$ cat src/rtl/xgmii_tx_framer.sv
// XGMII transmit framer: wraps a valid/ready byte stream in START/preamble/SFD ... TERM and
// enforces a minimum inter-packet gap. Define TX_FRAMER_ERR_EN to add the s_err injection input.
package cmn_params;
  localparam int         BLK_W     = 64;
  localparam logic [7:0] SYM_IDLE  = 8'h07;
  localparam logic [7:0] SYM_START = 8'hFB;
  localparam logic [7:0] SYM_TERM  = 8'hFD;
  localparam logic [7:0] SYM_ERR   = 8'hFE;
  localparam logic [7:0] SYM_PREAM = 8'h55;
  localparam logic [7:0] SYM_SFD   = 8'hD5;
endpackage

module xgmii_tx_framer
  import cmn_params::*;
#(
  parameter int W_DATA  = 32,
  parameter int MIN_IPG = 12
) (
  input  logic                clk,
  input  logic                rst,
  input  logic [W_DATA-1:0]   s_data,
  input  logic [W_DATA/8-1:0] s_keep,
  input  logic                s_valid,
  input  logic                s_last,
`ifdef TX_FRAMER_ERR_EN
  input  logic                s_err,
`endif
  output logic                s_ready,
  output logic [W_DATA-1:0]   xgmii_d,
  output logic [W_DATA/8-1:0] xgmii_c,
  output logic                blk_first,
  output logic                underrun
);
  localparam int NB    = W_DATA / 8;
  localparam int BEATS = BLK_W / W_DATA;
  localparam int PH_W  = (BEATS > 1) ? $clog2(BEATS) : 1;
  localparam int IPG_W = $clog2(MIN_IPG + NB + 1);
  localparam logic [PH_W-1:0]  PH_LAST = PH_W'(BEATS - 1);
  localparam logic [IPG_W-1:0] IPG_SAT = IPG_W'(MIN_IPG);
  localparam logic [BLK_W-1:0] PRE64   = {SYM_SFD, {6{SYM_PREAM}}, SYM_START};

  typedef enum logic [2:0] {ST_IDLE, ST_PREAM, ST_DATA, ST_TERM, ST_IPG} state_t;

  state_t             state, state_nxt;
  logic [PH_W-1:0]    ph, ph_nxt;
  logic [IPG_W-1:0]   ipg_cnt, ipg_nxt;
  logic [W_DATA-1:0]  d_p0;
  logic [NB-1:0]      c_p0;
  logic               urun_p0;
  logic               start_ok;
  logic               beat_err;
  logic               full_last;
  int                 keep_k;

  // Number of contiguous valid lanes counted up from lane 0.
  function automatic int lead_ones(input logic [NB-1:0] keep);
    int   n;
    logic run;
    n   = 0;
    run = 1'b1;
    for (int i = 0; i < NB; i++) begin
      run = run & keep[i];
      if (run) n = n + 1;
    end
    return n;
  endfunction

  function automatic logic [IPG_W-1:0] sat_ipg(input logic [IPG_W-1:0] cur);
    logic [IPG_W:0] sum;
    sum = {1'b0, cur} + (IPG_W+1)'(NB);
    return (sum >= {1'b0, IPG_SAT}) ? IPG_SAT : sum[IPG_W-1:0];
  endfunction

`ifdef TX_FRAMER_ERR_EN
  assign beat_err = s_err;
`else
  assign beat_err = 1'b0;
`endif

  // ph is the block phase of the beat now on the outputs; ph_nxt is the beat being built.
  assign ph_nxt   = (BEATS == 1) ? '0 : ph + PH_W'(1);
  // Leaving IDLE now puts PREAM's first beat (two beats ahead) on block phase 0.
  assign start_ok = ((ph + PH_W'(2)) == '0);
  assign s_ready  = (state == ST_DATA);

  always_comb begin
    state_nxt = state;
    ipg_nxt   = ipg_cnt;
    d_p0      = {NB{SYM_IDLE}};
    c_p0      = '1;
    urun_p0   = 1'b0;
    keep_k    = lead_ones(s_keep);
    full_last = (keep_k == 0) || (keep_k == NB);
    case (state)
      ST_IDLE: begin
        if (s_valid && (ipg_cnt >= IPG_SAT) && start_ok) state_nxt = ST_PREAM;
      end
      ST_PREAM: begin
        d_p0    = W_DATA'(PRE64 >> (W_DATA * int'(ph_nxt)));
        c_p0    = '0;
        c_p0[0] = (ph_nxt == '0);
        if (ph_nxt == PH_LAST) state_nxt = ST_DATA;
      end
      ST_DATA: begin
        if (!s_valid) begin
          d_p0    = {NB{SYM_ERR}};
          urun_p0 = 1'b1;
        end else begin
          for (int i = 0; i < NB; i++) begin
            if (!s_last || full_last || (i < keep_k)) begin
              d_p0[8*i +: 8] = beat_err ? SYM_ERR : s_data[8*i +: 8];
              c_p0[i]        = beat_err;
            end else if (i == keep_k) begin
              d_p0[8*i +: 8] = SYM_TERM;
            end
          end
          if (s_last) begin
            if (full_last) begin
              state_nxt = ST_TERM;
            end else begin
              state_nxt = ST_IPG;
              ipg_nxt   = IPG_W'(NB - 1 - keep_k);
            end
          end
        end
      end
      ST_TERM: begin
        d_p0      = {{(NB-1){SYM_IDLE}}, SYM_TERM};
        ipg_nxt   = IPG_W'(NB - 1);
        state_nxt = ST_IPG;
      end
      ST_IPG: begin
        ipg_nxt = sat_ipg(ipg_cnt);
        if (sat_ipg(ipg_cnt) >= IPG_SAT) state_nxt = ST_IDLE;
      end
      default: state_nxt = ST_IDLE;
    endcase
  end

  // Output stage: beat built this cycle appears on the XGMII pins next cycle.
  always_ff @(posedge clk or posedge rst) begin
    if (rst) begin
      state     <= ST_IDLE;
      ph        <= '0;
      ipg_cnt   <= IPG_SAT;
      xgmii_d   <= {NB{SYM_IDLE}};
      xgmii_c   <= '1;
      blk_first <= 1'b1;
      underrun  <= 1'b0;
    end else begin
      state     <= state_nxt;
      ph        <= ph_nxt;
      ipg_cnt   <= ipg_nxt;
      xgmii_d   <= d_p0;
      xgmii_c   <= c_p0;
      blk_first <= (ph_nxt == '0);
      underrun  <= urun_p0;
    end
  end
endmodule
$ cat config.mk
export PLATFORM = sky130hd
export DESIGN_NAME = xgmii_tx_framer
export DESIGN_NICKNAME = d
export VERILOG_FILES = /design/src/rtl/xgmii_tx_framer.sv
export SDC_FILE = /design/constraint.sdc
export NUM_CORES = 1
export LEC_CHECK = 0
export ABC_AREA = 1
export BUFFER_PORTS_ARGS = -buffer_cell sky130_fd_sc_hd__buf_4
export CAP_MARGIN = 10
export CORE_UTILIZATION = 55
export CTS_BUF_LIST = sky130_fd_sc_hd__clkbuf_8
export DETAILED_ROUTE_END_ITERATION = 10
export PLACE_DENSITY_LB_ADDON = 0.15
export SETUP_SLACK_MARGIN = 0.3
export SLEW_MARGIN = 15
export SYNTH_ARGS = -nofsm -noshare
export SYNTH_HDL_FRONTEND = slang
export SYNTH_SLANG_ARGS = --single-unit
export TNS_END_PERCENT = 10
$ cat constraint.sdc
create_clock -name clk -period 2.7 [get_ports clk]
set_input_delay 0.54 -clock clk [delete_from_list [all_inputs] [get_ports clk]]
set_output_delay 0.54 -clock clk [all_outputs]
set_load 0.02 [all_outputs]
* After elaboration in Yosys (flattened, before gate mapping) *
Cells that the tools add are included.

word-level totals
  flip-flop bits (word level) = 47
  input port bits = 40
  logic and storage cells = 88

cells by class
  add/sub/neg operators = 6
  reduce and logical (&&, ||, !) cells = 14
  equal/unequal tests = 14
  mux-type cells = 34
  magnitude comparators = 7
  shift-type cells = 1
  bitwise operators = 5

operators by type and width
  cell                                                                    number
  32-bit 2-to-1 mux                                                       3
  32-bit one-hot mux with 3 select lines                                  1
  32-bit by 2-bit adder with 32-bit output, second input constant         2
  3-bit by 32-bit equality test with 1-bit output, first input constant   2
  3-bit by 32-bit < comparator with 1-bit output, first input constant    2
  8-bit 2-to-1 mux                                                        8
  64-bit by 6-bit >> shifter with 32-bit output, first input constant     1
  2-bit by 32-bit equality test with 1-bit output, first input constant   1
  32-bit by 4-bit equality test with 1-bit output, second input constant  1
  32-bit logical NOT                                                      1
  1-bit by 32-bit < comparator with 1-bit output, first input constant    1
  2-bit by 32-bit < comparator with 1-bit output, first input constant    1
  5-bit 2-to-1 mux                                                        4
  3-bit 2-to-1 mux                                                        6
  3-bit one-hot mux with 5 select lines                                   1
  5-bit one-hot mux with 3 select lines                                   1
  2-bit inequality test, second input constant                            6
  5-bit by 4-bit >= comparator with 1-bit output, second input constant   2
  4-bit one-hot mux with 2 select lines                                   1
  1-bit 2-to-1 mux                                                        7
  5-bit by 3-bit adder with 6-bit output, second input constant           1
  3-bit by 2-bit equality test with 1-bit output, second input constant   2
  6-bit by 4-bit >= comparator with 1-bit output, second input constant   1
  1-bit logical OR                                                        6
  other kinds (15)                                                        19

* Longest topological paths before layout *
Gate-level depths: netlist of run 1.

  depth in word-level cells = 14
  depth in mapped cells = 15
  mapped depth without buffers = 15

* Worst setup path before layout of run 1 *
Ideal clock, no wire load.

  kind = in2reg
  start = in s_keep[2]
  end = reg xgmii_d[12]
  cell stages on the path = 13
  path buffers = 0
  library setup time = 125 ps
  path slack = 660 ps
  arrival time = 1,915 ps
  path through = inv_2 > a21oi_2 > ha_1 > nand2_1 > ha_1 > nor2_1 > inv_2 > nand3_4 > nand3_4 > nand2_1 > inv_2 > nor2_1 > nor2_1

between the ends
  cells in the longest elaborated chain, start to end = 11
  elaborated cells on any way between the ends = 16

ends and longest elaborated chain
  element                                                                                                 line  RTL
  start: declaration                                                                                      22    input logic [W_DATA/8-1:0] s_keep,
  1-bit AND *                                                                                             62    run = run & keep[i];
  32-bit 2-to-1 mux                                                                                       63    if (run) n = n + 1;
  32-bit by 2-bit adder with 32-bit output                                                                63
  32-bit 2-to-1 mux *                                                                                     63
  parallel branches: the longest is 4 deep, another holds 2-bit by 32-bit < comparator with 1-bit output  n/a
  8-bit 2-to-1 mux *                                                                                      110   if (!s_last || full_last || (i < keep_k)) begin
  32-bit 2-to-1 mux *                                                                                     105   if (!s_valid) begin
  32-bit one-hot mux with 3 select lines *                                                                94    case (state)
  named net d_p0[12]                                                                                      47    logic [W_DATA-1:0] d_p0;
  end signal: assignment                                                                                  146   xgmii_d <= {NB{SYM_IDLE}};
  end signal: assignment                                                                                  154   xgmii_d <= d_p0;
  end: declaration                                                                                        29    output logic [W_DATA-1:0] xgmii_d,

Mark *: on every way through the listed nets, which the timed path passes.
A chain may end at the register's enable or synchronous reset.

* Worst setup path after layout of run 1 *
  start = reg state[2]
  end = out s_ready

between the ends
  cells in the longest elaborated chain, start to end = 1

ends and longest elaborated chain
  element                                         line  RTL
  start: declaration                              44    state_t state, state_nxt;
  start signal: assignment                        151   state <= state_nxt;
  3-bit by 2-bit equality test with 1-bit output  84    assign s_ready = (state == ST_DATA);
  end: declaration                                28    output logic s_ready,

No other way between the ends.

==> results of run 1 <==
==> stage by stage <==
step,util [%],cell area (um^2)
3_3_place_gp,76.3,2900
2_1_floorplan,-,2270
5_1_grt,79.1,3000
3_5_place_dp,76.3,2900
4_1_cts,79.1,3000
6_report,79.1,3000
==> power breakdown <==
part,internal (mW),switching [mW],leakage (nW)
Combinational,0.466,0.767,1.01
Clock,0.269,0.222,0.0607
Sequential,0.991,0.0940,0.566
==> area by class of cell <==
class,instances,area share (%)
clock buffers,5,2.29
clock inverters,3,1.25
inverters,35,4.38
multi-input cells,176,30.4
flip-flops and latches,47,40.0
well taps,48,2.00
repair buffers,79,19.8
==> sequential cells by signal, summed over array words and instances, names as in the netlist <==
register,count
xgmii_d,32
blk_first,1
state,3
underrun,1
ipg_cnt,5
xgmii_c,4
ph,1
==> routing by layer <==
layer / global-route usage [%] / up-vias / routed length, um / part of all wire, %
li1: - / 985 / - / -
met1: 32.9 / 933 / 2090 / 41
met2: 40.8 / 78 / 2570 / 51
met3: 5.86 / 8 / 346 / 6.8
met4: 10.1 / 0 / 86 / 1.7
met5: 0 / - / 0 / 0
==> layout by cell type, fill, tap and decap left out, types with 2 or more instances in the layout <==
cell type,count
o21ai_1,4
ha_1,5
clkbuf_8,5
conb_1,2
nand3_1,15
inv_2,15
nor2_2,3
nand4_1,4
dfrtp_1,28
dfstp_2,19
inv_1,22
nor2_1,33
nand2_1,62
o21ai_0,16
buf_4,79
nand3_4,4
o21bai_1,2
a21oi_1,14
nand2_2,4
==> cell families (layout without fill, tap and decap cells) <==
kind of cell | Yosys count | count (layout)
buffers and inverters | 40 | 122
other | 1 | 2
AO/OA/AOI/OAI | 39 | 39
AND/OR/NAND/NOR | 130 | 130
flip-flops | 47 | 47
adder cells (fa/ha/maj) | 5 | 5
==> worst max path at each step <==
stage	end	from	slack (ns)	depth (start not counted)
3_5_place_dp	xgmii_d[27]	s_keep[1]	0.45	15
6_report	s_ready	state[2]	0.66	4
2_1_floorplan	xgmii_d[12]	s_keep[2]	0.66	13
5_1_grt	s_ready	state[2]	0.57	4
4_1_cts	s_ready	state[2]	0.67	4
3_3_place_gp	xgmii_d[14]	s_keep[1]	0.53	15
==> impl_metrics.toml, run 1 <==
[critical_path]
critPathTopFamily = "simple AND/OR/NAND/NOR gates"
cp_slowest_cell = "dfrtp_1"
r2r_cells = 7
crit_buf_inv = 2
reg2reg_slack_ns = 0.97
arrival_ns = 1.50
cp_slowest_stage_delay_ns = 0.41
timing.rr.end = "xgmii_c[0]"
worstPathCellList = "inv_2 > nand2_1 > nor2_4 > buf_4"
crit_path_start_kind = "flip-flop"
path_class = "flip-flop to output port"
crit_path_end_kind = "output port"
cp_data_required_time_ns = 2.16
critPathMaxFanout = 18
reg2reg_from = "state[2]"

[worst_hold_path]
hold_end = "blk_first"
min_from = "ph"
min_path_cells = 0
hp-class = "flip-flop to flip-flop"

[route]
vias = 2004
wl_per_cell_um = 13.0
drt-pass1-iter-count = 4
ant_nets = 0
via_per_inst = 5.10
routed_wl_um = 5090
drc = 0
drtIter0Drc = 217

[run_status]
outcome = "complete, no violations"

[floorplanning]
dieArea_um2 = 4370
start_util_pct = 59.6
die_x_um = 66.1
io_pins = 79
core_region_area_um2 = 3800
die_y_um = 66.1
num_rows = 22

[synthesis]
synth_top_family_by_area = "simple AND/OR/NAND/NOR gates"
syn_area_um2 = 2260
ys_async_sr_fraction_pct = 100
synth_top_area_share_pct = 31.0
synth_mux_area_share_pct = 0
syn_inst = 262
synth_seq_cells = 47
ys_warn_count = 0
yosysMostFrequentCell = "nand2_1"
yosysTopAreaCell = "dfrtp_1"
synth_top_cells_by_count = "nand2_1, nor2_1, dfrtp_1"
synth-xor-area-share_pct = 0
synth_edf_count = 0
syn_avg_cell_area_um2 = 8.63
netlist_top_cells_area = "dfrtp_1, dfstp_2, nand2_1"
yosys.area_share.simple_pct = 28.0
yosysSeqAreaShare_pct = 53.0
synth_fa_ha_area_share_pct = 2.77
synth_compound_area_share_pct = 9.24
ys.flop_type = "dfrtp_1"
yosysUniqueCellTypes = 28

[placed_design]
place_inst = 385
pre_cts_ws_ns = 0.450
port_buffers = 78
place_congestion = 0.858
dp.final_hpwl_um = 3800

[clock_tree]
htree_levels = 2
cts_max_path_buffers = 2
clock_latency_ns = 0.30
root_buffer = "clkbuf_8"
cts_tree = "yes"
cts_setup_buffers = 0
clkSinkCount = 47
cts_resized = 0
cts_hold_buf = 0
cts_made_buffers = 5
clk_pin_slew_ns = 0.08

[global_route]
gr-total-overflow = 0
track_usage_pct = 25.3
grt_pass1_vias = 1820
grt_max_degree = 48
grt_first_pass_wirelength_um = 8140
antenna_found_initial = 0

[pwr]
power_mw = 2.81
irDropWorstVdd_mv = 0.553
p_leak_nw = 1.64
cellPowerDensity_nw_per_um2 = 936

[sta]
worstMarginPinSlew_ns = 0.918
max_freq_ghz = 0.490
fin_tns_setup_ns = 0
rsz0062_at_grt = "no"
fin_worst_skew_ns = 0.00735
final-hold-violation-count = 0
setup_viol_count_final = 0
slew_violations = 0
timing.hold.ws_ns = 0.409
maxSlewHeadroom_pct = 38.7
fin_crit_sh_pct = 75.5
fin_crit_ns = 2.04
layout_setup_ws_ns = 0.660

[cells_and_area]
finalNetCount = 389
fill_cells = 281
diodes = 0
multi_input_area_um2 = 912
seq_area_um2 = 1200
area_growth_pct = 32.7
stdcell_count = 393
drive_gt1_share_pct = 39.7

[job]
drv_cap = 0
(Power assumes the default switching activity.)
==> inputs of run 2 (changes only) <==
- ABC_AREA: 1 -> 0
- CORE_UTILIZATION: 55 -> 46
- clock period: 2.7 -> 1.8 ns (I/O delays scaled with it)
==> run 2 against run 1 <==
Effect of this change: cell area increased by 17%; combinational power increased by 63%; clock skew decreased by 0.0027 ns; sequential power increased by 45%; largest cell class unchanged; area after synthesis unchanged; die area increased by 19%; non-clock buffer count increased by 32; core utilization decreased by 4.7 points; critical endpoint is now ipg_cnt[4]; setup slack got worse by 0.59 ns; count of clock-buffer cells in the layout unchanged.
==> impl_metrics.toml, run 2 <==
[run_status]
outcome = "complete, no violations"

[pwr]
clkPwrFrac_pct = 19.9
cellPowerDensity_nw_per_um2 = 1280
p_int_mw = 2.90
p_seq_share_pct = 35.2
switching_power_mw = 1.59
combinationalPowerShare_pct = 44.8
power_mw = 4.49
swShare_pct = 35.5
irDropWorstVdd_mv = 0.594
p_leak_nw = 1.68

[critical_path]
crit_path_end_kind = "flip-flop"
critPathMaxFanout = 4
path_class = "input port to flip-flop"
cp_data_required_time_ns = 2.02
arrival_ns = 1.95
crit_path_start_kind = "input port"

[synthesis]
yosysTopAreaCell = "dfrtp_1"
syn_avg_cell_area_um2 = 9.43
syn_area_um2 = 2260
netlist_top_cells_area = "dfrtp_1, dfstp_2, a21oi_1"
synth_edf_count = 0
syn_inst = 240
synth_seq_cells = 47
yosysMostFrequentCell = "a21oi_1"
synth_top_cells_by_count = "a21oi_1, nand2_1, dfrtp_1, nor2_1, dfstp_2"
ys_async_sr_fraction_pct = 100
synth_top_area_share_pct = 31.0
ys.flop_type = "dfrtp_1"
ys_warn_count = 0
yosysUniqueCellTypes = 51
yosysSeqAreaShare_pct = 53.0

[cells_and_area]
finalNetCount = 394
drive_gt1_share_pct = 50.9
fill_cells = 336
area_growth_pct = 55.2
largest_reg_flops = 32
diodes = 0
fin_util_pct = 74.3
layout_common_cells = "buf_4, nand2_1, a21oi_1, dfrtp_1, nor2_1"
layout.cells.most_common = "buf_4"
top_regs = "xgmii_d: 32 flops, ipg_cnt: 5 flops, xgmii_c: 4 flops"
largest-register = "xgmii_d"
design_area_um2 = 3510

[route]
ant_nets = 0
vias = 2228
via_per_inst = 5.34
wl_per_cell_um = 15.3
drt-pass1-iter-count = 4
drc = 0
drtIter0Drc = 123
routed_wl_um = 6370

[sta]
rsz0062_at_grt = "yes"
fin_worst_skew_ns = 0.00469
fin_crit_ns = 1.73
timing.hold.ws_ns = 0.0980
fin_crit_sh_pct = 96.1
setup_viol_count_final = 0
final-hold-violation-count = 0
slew_violations = 0
fin_tns_setup_ns = 0
max_freq_ghz = 0.578

[global_route]
grt_first_pass_wirelength_um = 10000
grt_max_degree = 48
met3_usage_pct = 4.86
grt_busiest_layer = "met2"
gr-usage-met1_pct = 33.3
met2_usage_pct = 42.0
gr-total-overflow = 0
track_usage_pct = 25.4
grt_pass1_vias = 2150
antenna_found_initial = 0

[placed_design]
port_buffers = 78
place_area_um2 = 3170
place_congestion = 0.920
dp.final_hpwl_um = 4460

[clock_tree]
cts_tree = "yes"
clkSinkCount = 47
root_buffer = "clkbuf_8"
clock_latency_ns = 0.29
cts_made_buffers = 5
cts_max_path_buffers = 2
htree_levels = 2
clk_pin_slew_ns = 0.09

[floorplanning]
io_pins = 79
die_x_um = 72.1
dieArea_um2 = 5200
die_y_um = 72.1
num_rows = 25
start_util_pct = 47.9
core_region_area_um2 = 4720

[worst_hold_path]
hp-class = "input port to async pin"

[job]
drv_cap = 0
[run 2: cell count changes after synthesis, sizes merged, moves of 4 or more]
cell / change
nand2b: +13
a21oi: +19
nand3: -16
nand2: -37
nand4: -4
inv: -25
nor2: -9
[run 2: timing repair]
action | in CTS | in global routing
endpoints found under the setup margin | 33 | 35
setup buffers | 6 | 3
gates resized for setup | 15 | 25
gates cloned | 0 | 0
hold buffers | 0 | 0
pin swaps | 11 | 14
[run 2: power by group through the flow]
stage | Combinational, mW | Clock (mW) | Sequential (mW)
after floorplan | 0.758 | 0 | 1.89
after global placement | 1.77 | 0 | 1.60
after detailed placement | 1.81 | 0 | 1.61
after CTS | 1.94 | 0.905 | 1.58
after global routing | 2.17 | 0.954 | 1.62
final | 2.01 | 0.894 | 1.58
[run 2: logic make-up after synthesis]
kind of cell               after synthesis  share of synthesized area [%]
buffers and inverters                   20                           3.71
AOI/OAI and AO/OA                       74                           19.6
and+or+nand+nor                         93                           20.7
adders and majority gates                5                           2.77
other                                    1                          0.166
DFF                                     47                           53.0
[run 2: critical path, stage by stage]
cell and delay (ns):
buf_8 0.10, and2_4 0.16, ha_4 0.16, nand3_4 0.08
inv_2 0.05, ha_4 0.16, nor2_4 0.11, a21o_1 0.16
nor3b_4 0.29, nand2b_1 0.12, a211oi_2 0.19
[run 2: final timing paths]
| check | start | to | slack, ns | cells past startpoint |
|---|---|---|---|---|
| max | s_keep[0] | ipg_cnt[4] | 0.07 | 11 |
| min | rst | xgmii_d[7] | 0.1 | 3 |
| max reg2reg | ipg_cnt[2] | ipg_cnt[2] | 0.17 | 6 |
| min reg2reg | ph | blk_first | 0.52 | 0 |
| max in group asynchronous | rst | xgmii_c[3] | 1.43 | 3 |
| min in group clk | s_data[18] | xgmii_d[18] | 0.25 | 2 |
[run 2: routing by layer]
metal	wire length (um)	vias up
met1	2750	1074
met5	0	-
li1	-	1048
met4	146	0
met3	347	17
met2	3120	89
[run 2: final cells by class]
type | instances | area, um^2 | share of cell area, %
multi-input combinational | 174 | 1160 | 33.0
inverter | 10 | 42.5 | 1.21
clock buffer | 5 | 68.8 | 1.96
timing repair buffer | 111 | 892 | 25.4
sequential | 47 | 1200 | 34.2
clock inverter | 3 | 63.8 | 1.82
tap | 67 | 83.8 | 2.39
[run 2: stage by stage]
step	instances	setup slack (ns)
2_1_floorplan	241	0.0295
3_3_place_gp	400	-0.255
3_5_place_dp	400	-0.314
4_1_cts	414	0.125
5_1_grt	417	-0.0321
6_report	417	0.0703
==> inputs of run 3 (changes only) <==
- CORE_UTILIZATION: 46 -> 35
- SLEW_MARGIN: 15 -> not set
==> run 3 against run 2 <==
Effect of this change: wire length grew 2.2%; clock skew up 0.0014 ns; cell area is 0.25% lower; critical path depth increased by 2; critical path type unchanged; largest cell class unchanged; largest power group unchanged; highest routed layer unchanged.
==> impl_metrics.toml, run 3 (synthesis gave the netlist of run 2 again) <==
[cells_and_area]
area_growth_pct = 54.8
drive_gt1_share_pct = 48.3
largest-register = "xgmii_d"
fin_util_pct = 57.8
finalNetCount = 400
diodes = 0
layout_common_cells = "buf_4, a21oi_1, nand2_1, dfrtp_1, nor2_1"
largest_reg_flops = 32
top_regs = "xgmii_d: 32 flops, ipg_cnt: 5 flops, xgmii_c: 4 flops"
layout.cells.most_common = "buf_4"
design_area_um2 = 3500

[route]
drt-pass1-iter-count = 4
via_per_inst = 5.01
drc = 0
wl_per_cell_um = 15.1
vias = 2158
routed_wl_um = 6510
ant_nets = 0
drtIter0Drc = 89

[sta]
timing.hold.ws_ns = 0.0854
fin_worst_skew_ns = 0.00604
rsz0062_at_grt = "yes"
fin_tns_setup_ns = 0
max_freq_ghz = 0.568
final-hold-violation-count = 0
slew_violations = 0
fin_crit_sh_pct = 97.9
setup_viol_count_final = 0
fin_crit_ns = 1.76

[critical_path]
cp_data_required_time_ns = 2.03
crit_path_start_kind = "input port"
crit_buf_inv = 4
worstPathCellList = "buf_4 > inv_2 > a21oi_4 > ha_4 > nand3_4 > inv_2 > ha_4 > nor2_4 > a21o_1 > nor3b_4 > buf_4 > o31ai_2 > a21oi_2"
critPathTopFamily = "compound AO/OA/AOI/OAI gates"
critPathMaxFanout = 4
cp_slowest_cell = "o31ai_2"
arrival_ns = 1.99
crit_path_end_kind = "flip-flop"
path_class = "input port to flip-flop"
cp_slowest_stage_delay_ns = 0.27

[pwr]
cellPowerDensity_nw_per_um2 = 1300
p_leak_nw = 1.70
irDropWorstVdd_mv = 0.609

[global_route]
grt_max_degree = 48
gr-total-overflow = 0
track_usage_pct = 19.9
grt_pass1_vias = 2087
grt_first_pass_wirelength_um = 10000
antenna_found_initial = 0

[clock_tree]
clkSinkCount = 47
cts_tree = "yes"
cts_max_path_buffers = 2
root_buffer = "clkbuf_8"
cts_made_buffers = 5
clk_pin_slew_ns = 0.09
cts_hold_buf = 0
htree_levels = 2
clock_latency_ns = 0.30

[floorplanning]
num_rows = 28
dieArea_um2 = 6790
io_pins = 79
start_util_pct = 37.3
core_region_area_um2 = 6060
die_x_um = 82.4
die_y_um = 82.4

[placed_design]
place_congestion = 0.816
port_buffers = 78
dp.final_hpwl_um = 4660
place_area_um2 = 3220

[run_status]
outcome = "complete, no violations"

[job]
drv_cap = 0

[worst_hold_path]
hp-class = "input port to async pin"
-- run 3: worst min-delay path, stage by stage --
cell and delay (ns):
buf_4 0.11, inv_2 0.06, buf_12 0.24
-- run 3: through the flow --
step | power [mW] | cells | setup WS, ns
after global placement | 3.45 | 414 | -0.307
after floorplan | 2.65 | 241 | 0.0295
final | 4.55 | 431 | 0.0385
after CTS | 4.51 | 429 | 0.104
after detailed placement | 3.47 | 414 | -0.345
after global routing | 4.84 | 431 | 0.0134
-- run 3: layer usage --
metal | share of wire, % | global-route usage, % | up-vias
li1 | - | - | 1061
met2 | 48 | 32.6 | 76
met1 | 44 | 25.7 | 1008
met5 | 0 | 0 | -
met4 | 1.9 | 7.19 | 0
met3 | 6.1 | 4.40 | 13
-- run 3: where the power goes --
group	leakage [nW]	internal (mW)	total [mW]	switching, mW
registers	0.571	1.45	1.57	0.119
logic	1.06	0.937	2.08	1.14
clock network	0.0695	0.550	0.910	0.360
-- run 3: timing repair --
action	in CTS	in global routing
setup buffers	7	2
pin swaps	10	3
setup endpoints to repair	33	33
gates resized for setup	13	8
hold endpoints to repair	0	0
-- run 3: worst paths after layout --
check / cells past startpoint / to / startpoint / slack (ns)
max: 13 / ipg_cnt[2] / s_keep[2] / 0.04
min: 3 / xgmii_d[21] / rst / 0.09
max reg2reg: 7 / ipg_cnt[0] / ipg_cnt[2] / 0.10
min reg2reg: 0 / blk_first / ph / 0.51
max in group asynchronous: 3 / xgmii_d[0] / rst / 1.43
min in group clk: 2 / xgmii_d[18] / s_data[18] / 0.25
-- run 3: final cells by class --
cell class | count | area (um^2)
Fill cell | 547 | 2560
Sequential cell | 47 | 1200
Multi-Input combinational cell | 174 | 1130
Timing Repair Buffer | 117 | 906
Tap cell | 75 | 93.8
Clock buffer | 5 | 68.8
Clock inverter | 3 | 63.8
Inverter | 10 | 40.0
